==> src/rtl/time_mode_engine.sv <==
// time_mode_engine: wall clock, stopwatch with lap, and countdown with alarm
// sharing one second prescaler, with a registered BCD MM:SS display mux.
module time_mode_engine #(
  parameter int          TICK_DIV     = 50_000_000,
  parameter int          MIN_WRAP     = 60,
  parameter logic [15:0] CD_INIT      = 16'h0950,
  parameter int          ALARM_CYCLES = 25_000_000
) (
  input  logic        clk,
  input  logic        rst,
  input  logic [1:0]  mode,
  input  logic [1:0]  buttonsInput,
  output logic [15:0] big_bin,
  output logic        alarm,
  output logic        tick
);

  localparam int PW = (TICK_DIV > 1) ? $clog2(TICK_DIV) : 1;
  localparam int AW = (ALARM_CYCLES > 1) ? $clog2(ALARM_CYCLES + 1) : 1;
  localparam int MM = MIN_WRAP - 1;
  localparam logic [7:0]    M_MAX  = 8'((MM / 10) * 16 + MM % 10);
  localparam logic [15:0]   T_MAX  = {M_MAX, 8'h59};
  localparam logic [PW-1:0] P_LAST = PW'(TICK_DIV - 1);
  localparam logic [AW-1:0] A_LAST = AW'(ALARM_CYCLES - 1);

  typedef enum logic [1:0] {CD_IDLE, CD_RUN, CD_EXP} cd_state_t;

  function automatic logic [7:0] d_inc(input logic [7:0] x);
    return (x[3:0] == 4'd9) ? {x[7:4] + 4'd1, 4'd0} : x + 8'd1;
  endfunction

  function automatic logic [7:0] d_dec(input logic [7:0] x);
    return (x[3:0] == 4'd0) ? {x[7:4] - 4'd1, 4'd9} : x - 8'd1;
  endfunction

  function automatic logic [7:0] m_inc(input logic [7:0] m);
    return (m == M_MAX) ? 8'h00 : d_inc(m);
  endfunction

  function automatic logic [15:0] t_inc(input logic [15:0] t);
    if (t[7:0] == 8'h59)
      return {m_inc(t[15:8]), 8'h00};
    return {t[15:8], d_inc(t[7:0])};
  endfunction

  function automatic logic [15:0] t_dec(input logic [15:0] t);
    if (t[7:0] == 8'h00)
      return {d_dec(t[15:8]), 8'h59};
    return {t[15:8], d_dec(t[7:0])};
  endfunction

  logic [PW-1:0] pcnt;
  logic [1:0]    btn_q, btn_qq, btn_e;
  logic [1:0]    e_clk, e_sw, e_cd;
  logic [15:0]   clk_t, sw_t, lap_t, cd_t, cdt_n;
  logic          sw_run;
  logic [AW-1:0] acnt, acnt_n;
  cd_state_t     cd_st, cd_n;

  assign tick  = (pcnt == P_LAST);
  assign btn_e = btn_q & ~btn_qq;
  assign e_clk = (mode == 2'd0) ? btn_e : 2'b00;
  assign e_sw  = (mode[0]) ? btn_e : 2'b00;
  assign e_cd  = (mode == 2'd2) ? btn_e : 2'b00;

  // one-second prescaler
  always_ff @(posedge clk) begin
    if (rst) pcnt <= '0;
    else     pcnt <= (pcnt == P_LAST) ? '0 : pcnt + PW'(1);
  end

  // button edge detector
  always_ff @(posedge clk) begin
    if (rst) begin
      btn_q  <= 2'b00;
      btn_qq <= 2'b00;
    end else begin
      btn_q  <= buttonsInput;
      btn_qq <= btn_q;
    end
  end

  // wall clock: buttons set minutes / zero seconds, else count ticks
  always_ff @(posedge clk) begin
    if (rst) begin
      clk_t <= 16'h0000;
    end else if (|e_clk) begin
      if (e_clk[0]) clk_t[15:8] <= m_inc(clk_t[15:8]);
      if (e_clk[1]) clk_t[7:0]  <= 8'h00;
    end else if (tick) begin
      clk_t <= t_inc(clk_t);
    end
  end

  // stopwatch with lap capture, saturating at the top of the range
  always_ff @(posedge clk) begin
    if (rst) begin
      sw_t   <= 16'h0000;
      lap_t  <= 16'h0000;
      sw_run <= 1'b0;
    end else if (|e_sw) begin
      if (e_sw[0]) sw_run <= ~sw_run;
      if (e_sw[1]) begin
        if (sw_run) begin
          lap_t <= sw_t;
        end else begin
          sw_t  <= 16'h0000;
          lap_t <= 16'h0000;
        end
      end
    end else if (tick && sw_run) begin
      if (sw_t == T_MAX) sw_run <= 1'b0;
      else               sw_t   <= t_inc(sw_t);
    end
  end

  // countdown state, value, alarm length counter and alarm flop
  always_ff @(posedge clk) begin
    if (rst) begin
      cd_st <= CD_IDLE;
      cd_t  <= CD_INIT;
      acnt  <= '0;
      alarm <= 1'b0;
    end else begin
      cd_st <= cd_n;
      cd_t  <= cdt_n;
      acnt  <= acnt_n;
      alarm <= (cd_n == CD_EXP);
    end
  end

  // countdown next state: any edge anywhere silences an expired alarm
  always_comb begin
    cd_n   = cd_st;
    cdt_n  = cd_t;
    acnt_n = acnt;
    unique case (cd_st)
      CD_IDLE: begin
        if (e_cd[0] && cd_t != 16'h0000) cd_n = CD_RUN;
        if (e_cd[1]) cdt_n = CD_INIT;
      end
      CD_RUN: begin
        if (e_cd[0]) begin
          cd_n = CD_IDLE;
        end else if (tick) begin
          cdt_n = t_dec(cd_t);
          if (cdt_n == 16'h0000) begin
            cd_n   = CD_EXP;
            acnt_n = A_LAST;
          end
        end
      end
      CD_EXP: begin
        if ((|btn_e) || acnt == '0) cd_n = CD_IDLE;
        else acnt_n = acnt - AW'(1);
      end
      default: cd_n = CD_IDLE;
    endcase
  end

  // registered display source select
  always_ff @(posedge clk) begin
    if (rst) begin
      big_bin <= 16'h0000;
    end else begin
      unique case (mode)
        2'd0:    big_bin <= clk_t;
        2'd1:    big_bin <= sw_t;
        2'd2:    big_bin <= cd_t;
        default: big_bin <= lap_t;
      endcase
    end
  end

endmodule
==> config.mk <==
export PLATFORM = sky130hd
export DESIGN_NAME = time_mode_engine
export DESIGN_NICKNAME = d
export VERILOG_FILES = /design/src/rtl/time_mode_engine.sv
export SDC_FILE = /design/constraint.sdc
export NUM_CORES = 1
export LEC_CHECK = 0
export CAP_MARGIN = 10
export CORE_MARGIN = 10
export CORE_UTILIZATION = 65
export CTS_CLUSTER_DIAMETER = 60
export DETAILED_ROUTE_END_ITERATION = 8
export GPL_ROUTABILITY_DRIVEN = 0
export GPL_TIMING_DRIVEN = 0
export HOLD_SLACK_MARGIN = 0.1
export PLACE_DENSITY = 0.84
export SLEW_MARGIN = 20
export SYNTH_ARGS = -nofsm -noshare
export SYNTH_HDL_FRONTEND = slang
export SYNTH_SLANG_ARGS = --single-unit
==> constraint.sdc <==
create_clock -name clk -period 4.55 [get_ports clk]
set_input_delay 0.91 -clock clk [delete_from_list [all_inputs] [get_ports clk]]
set_output_delay 0.91 -clock clk [all_outputs]
set_load 0.01 [all_outputs]
---- Word level (Yosys, flattened, before mapping) ----
Index checks and enable logic that the tools add are counted.
storage, ports and cells
  logic and storage cells ................. 148
  flip-flop bits (word level) ............. 139
  bits of input ports ..................... 6
operators by class
  reductions and logical operators ........ 30
  add/subtract/negate cells ............... 14
  bitwise logic cells ..................... 3
  eq/ne operators ......................... 25
  multiplexer cells ....................... 62
operators by type and width
  cell                                                                   count
  16-bit 2-to-1 mux                                                      19
  25-bit 2-to-1 mux                                                      4
  8-bit 2-to-1 mux                                                       10
  25-bit one-hot mux with 2 select lines                                 1
  16-bit one-hot mux with 3 select lines                                 1
  8-bit by 1-bit adder with 8-bit output (second input constant)         4
  8-bit by 7-bit == test with 1-bit output (second input constant)       4
  16-bit one-hot mux with 2 select lines                                 1
  26-bit by 1-bit adder with 26-bit output (second input constant)       1
  26-bit == test (second input constant)                                 1
  25-bit logical NOT                                                     1
  25-bit by 1-bit subtractor with 25-bit output (second input constant)  1
  2-bit != test (second input constant)                                  10
  1-bit 2-to-1 mux                                                       17
  4-bit by 1-bit adder with 4-bit output (second input constant)         4
  16-bit by 15-bit == test with 1-bit output (second input constant)     1
  4-bit == test (second input constant)                                  4
  16-bit logical NOT                                                     1
  2-bit 2-to-1 mux                                                       8
  16-bit nonzero test                                                    1
  8-bit by 1-bit subtractor with 8-bit output (second input constant)    2
  2-bit nonzero test                                                     7
  3-bit AND reduction                                                    3
  4-bit logical NOT                                                      2
  other kinds (15)                                                       26

---- Depth between registers and ports, before layout ----
  depth after elaboration ................. 15
  depth in mapped cells ................... 9

---- Least setup slack after synthesis ----
No wires, ideal clock.
  path kind ............................... input port to flip-flop
  from .................................... in mode[1]
  to ...................................... reg cd_t[14]
  setup slack ............................. 1.805 ns
  path buffers ............................ 1
  setup time .............................. 0.071 ns
  arrival ................................. 2.674 ns
  stages on the path ...................... 7
  path through ............................ clkbuf_1 nand2b_1 o21ai_0 nor4_1 nor2_1 or3_1 a21oi_1
between the ends
  longest elaborated chain between the ends .. 4
  elaborated cells between the ends (all ways) .. 5
  those cells by class .................... eq/ne (3); mux (1); reduce/logical (1)
RTL lines
  what                                    line  source
  from (decl)                             11    input logic [1:0] mode,
  2-bit == test *                         64    assign e_cd = (mode == 2'd2) ? btn_e : 2'b00;
  2-bit 2-to-1 mux *                      64
  2-bit != test (no source line)          --
  4-bit AND reduction (no source line) *  --
  to (signal assigned)                    126   cd_t <= cdt_n;
  to (decl)                               55    logic [15:0] clk_t, sw_t, lap_t, cd_t, cdt_n;
Every way passes the cells marked *; elsewhere a longest branch is shown, timed or not.
A chain may end at the register's enable or synchronous reset.

---- Worst setup path after layout ----
  from .................................... reg pcnt[19]
  to ...................................... out tick
between the ends
  longest elaborated chain between the ends .. 1
RTL lines
  what                    line  source
  from (decl)             52    logic [PW-1:0] pcnt;
  from (signal assigned)  69    else pcnt <= (pcnt == P_LAST) ? '0 : pcnt + PW'(1);
  26-bit == test          60    assign tick = (pcnt == P_LAST);
  to (decl)               15    output logic tick
Every way passes these cells.

==> impl_metrics.env <==
export IMPL_design_die_area_sq_um=15700
export IMPL_rsz0062_at_grt="false"
export IMPL_die_height_microns=125
export IMPL_worstReg2RegStart="cd_st[0]"
export IMPL_leakage_uw=0.00281
export IMPL_numCtsBuffers=17
export IMPL_port_buffers=22
export IMPL_crit_type="register to output port"
export IMPL_min_delay_path_depth=1
export IMPL_ir_worst_vdd_v=0.000340
export IMPL_area_after_detailed_placement_sq_um=7600
export IMPL_timing_final_setup_violations=0
export IMPL_postSynthNetCount=874
export IMPL_synth_edf_count=0
export IMPL_detail_route_wirelength_mm=19.3
export IMPL_initial_antenna_violation_count=0
export IMPL_maxSlewHeadroom=0.335
export IMPL_final_area_sq_um=8220
export IMPL_number_of_distinct_library_cells_after_synthesis=65
export IMPL_ioPinCount=24
export IMPL_mappedNetlistArea_sq_um=7200
export IMPL_crit_arrival_ps=2700
export IMPL_worstRegToRegCells=7
export IMPL_r2r_end="cd_t[3]"
export IMPL_timing_final_hold_violations=0
export IMPL_crit_fanout=4
export IMPL_final_period_minus_worst_setup_slack_ps=3610
export IMPL_cell_with_the_largest_stage_delay_on_the_worst_path="clkdlybuf4s50_1"
export IMPL_worst_hold_path_endpoint="pcnt[0]"
export IMPL_flop_to_flop_setup_slack_ps=1560
export IMPL_routedWlPerCell_microns=18.6
export IMPL_max_stage_delay_ps=600
export IMPL_multi_input_comb_area_sq_um=4170
export IMPL_setup_tns_ps=0
export IMPL_detailedRoute_firstIterationViolations=920
export IMPL_drt_drc_violations_left=0
export IMPL_timing_final_crit_share=0.793
export IMPL_register_bit_total_from_synthesis=139
export IMPL_floorplan_die_width_microns=125
export IMPL_finalClockSkew_ps=6.84
export IMPL_clock_sinks=139
export IMPL_critPathRequiredTime_ps=3640
export IMPL_total_power_uw=2780
export IMPL_status="finished clean"
export IMPL_netlist_instances=846
export IMPL_grt_pass1_vias=6535
export IMPL_htreeDepth=4
export IMPL_ff_latch_area_sq_um=2780
export IMPL_grt_first_pass_wirelength_mm=31.8
export IMPL_hold_path_class="register to register"
export IMPL_final_core_util=0.758
export IMPL_max_cap_violations=0
export IMPL_cts_buffer_depth=2
export IMPL_drt_antenna_violating_nets=0
export IMPL_clock_tree_from_tritoncts="done"
export IMPL_ys_seq_area_frac=0.386
export IMPL_layout_nets=915
export IMPL_yosys_warnings=0
export IMPL_synthesis_area_per_instance_sq_um=8.51
export IMPL_synthDominantAreaCellType="dfxtp_1"
export IMPL_main_flop_type_after_synthesis="dfxtp_1"
export IMPL_share_of_yosys_cell_area_claimed_by_the_top_area_cell_type=0.386
export IMPL_critPathTopFamily="simple AND/OR/NAND/NOR gates"
export IMPL_yosys_top_cells_area="dfxtp_1 39%, a21oi_1 5.4%, mux4_2 4.7%, nand2_1 4.1%, nor2_1 4.0%"
export IMPL_dp_final_hpwl_mm=13.5
export IMPL_core_rowCount=38
export IMPL_asyncSetResetFlopFracSynth=0
export IMPL_layout_area_overhead_vs_synth_pct=14.1
export IMPL_slew_violations=0
export IMPL_power_per_cell_area_nw_per_um2=338
export IMPL_worst_setup_hold_path_clk_slew_ps=60
export IMPL_cts_hold_fix_buffers=0
export IMPL_postCtsSetupRepairBufs=0
export IMPL_cp_end_kind="output port"
export IMPL_grt_usage=0.242
export IMPL_grt_overflow=0
export IMPL_worstPathCellList="nor4bb_1, nand4_1, nor2_1, clkdlybuf4s50_1"
export IMPL_root_buffer="clkbuf_8"
export IMPL_dr_pass1_iters=9
export IMPL_peak_clock_frequency_supported_by_timing_ghz=0.277
export IMPL_tightestPinTransition_ps=988
export IMPL_floorplan_initialDensity=0.664
export IMPL_cells_resized_by_post_cts_repair=0
export IMPL_layout_drive_gt1_share=0.0878
export IMPL_dr_total_vias=6788
export IMPL_core_area_sq_um=10800
export IMPL_fillers=768
export IMPL_largest_net_degree_at_the_start_of_global_routing=17
export IMPL_worst_path_buf_inv=1
export IMPL_post_drt_via_cell_ratio=6.53
export IMPL_cp_launch_type="register"
export IMPL_hold_path_startpoint="pcnt[0]"
export IMPL_num_antenna_cells=0
export IMPL_clk_insertion_delay_late_ps=550
[final cells by class]
type                       count  area share
buffer                        39      0.0199
tap                          140      0.0213
inverter                      25      0.0114
timing repair buffer          22      0.0268
multi-input combinational    643       0.507
sequential                   139       0.339
clock buffer                  19      0.0537
clock inverter                13      0.0210
[worst reg2reg max path, delay by kind of cell (launching register included)]
kind | cells | cell delay (ps)
XOR/XNOR | 1 | 180
AO/OA/AOI/OAI | 1 | 290
flip-flops | 1 | 430
buffers and inverters | 1 | 460
AND/OR/NAND/NOR | 4 | 1570
[power by group]
| group | internal [uW] | switching [uW] |
|---|---|---|
| registers | 1220 | 5.63 |
| logic | 31.3 | 69.3 |
| clock network | 913 | 534 |
[state kept, by name, indices dropped and copies added, names as in the netlist]
name and count:
big_bin 16, clk_t 16, acnt 25, lap_t 16, cd_st 2, sw_run 1, sw_t 16, pcnt 26
btn_qq 2, cd_t 16, btn_q 2, alarm 1
[cell usage after synthesis (all sizes together), types with 3 or more instances]
master and count:
a211oi 5, a21boi 4, a21oi 81, a221oi 3, and2 25, and3 15
and4 4, buf 6, clkbuf 33, dfxtp 139, ha 22, inv 25
mux2i 4, mux4 16, nand2 79, nand2b 11, nand3 50, nand3b 5
nand4 17, nand4b 5, nor2 76, nor2b 14, nor3 16, nor3b 4
nor4 16, o211ai 3, o21a 3, o21ai 44, o22ai 4, o311ai 4
o41ai 3, or2 5, or3 23, or4 8, or4b 8, xnor2 22
xor2 26
[cell families after synthesis]
family,count (synthesis),synth area share
fa+ha+maj,22,0.0382
xor+xnor,48,0.0584
mux,20,0.0561
buf+inv,64,0.0358
compound gates,168,0.141
flops,139,0.386
simple gates,385,0.284
[worst max-delay path by stage]
stage | from | end | slack [ps] | cells after the start
floorplan | mode[1] | cd_t[14] | 1800 | 7
global placement | mode[0] | cd_t[14] | 850 | 7
detailed placement | mode[0] | sw_t[4] | 920 | 7
CTS | pcnt[19] | tick | 980 | 4
global route | pcnt[19] | tick | 870 | 4
finish | pcnt[19] | tick | 940 | 4
[per-stage QoR]
stage               setup slack [ps]  cells  hold WS, ps
finish                           940   1040          454
global route                     867   1040          471
CTS                              978   1040          453
detailed placement               921   1008          442
global placement                 850   1008          429
floorplan                       1800    846          418
[layer usage]
metal | GRT usage | vias to the layer above | part of all wire
met2 | 0.393 | 395 | 0.48
met1 | 0.292 | 3204 | 0.39
met5 | 0 | - | 0
met3 | 0.0587 | 67 | 0.097
li1 | - | 3122 | -
met4 | 0.125 | 0 | 0.031
[placed cells by master, fill, tap and decap left out, types with 5 or more instances in the layout]
cell type / netlist / final
or3_1: 22 / 22
clkbuf_1: 33 / 33
nand3_1: 48 / 48
nor4_1: 16 / 15
nand2b_1: 11 / 11
inv_1: 25 / 25
clkbuf_16: 0 / 16
clkinv_2: 0 / 6
nand3b_1: 5 / 5
or4b_2: 7 / 7
nor2b_1: 14 / 14
a211oi_1: 5 / 5
clkdlybuf4s50_1: 0 / 22
nand4b_1: 5 / 5
a21oi_1: 77 / 77
xnor2_1: 22 / 22
ha_1: 22 / 22
nand4_1: 17 / 17
dfxtp_1: 139 / 139
nand2_1: 79 / 79
mux4_2: 15 / 15
or4_1: 8 / 8
and3_1: 15 / 15
nor3_1: 16 / 16
xor2_1: 26 / 26
nor2_1: 76 / 76
o21ai_0: 43 / 43
and2_1: 22 / 22
(Power assumes the default switching activity.)
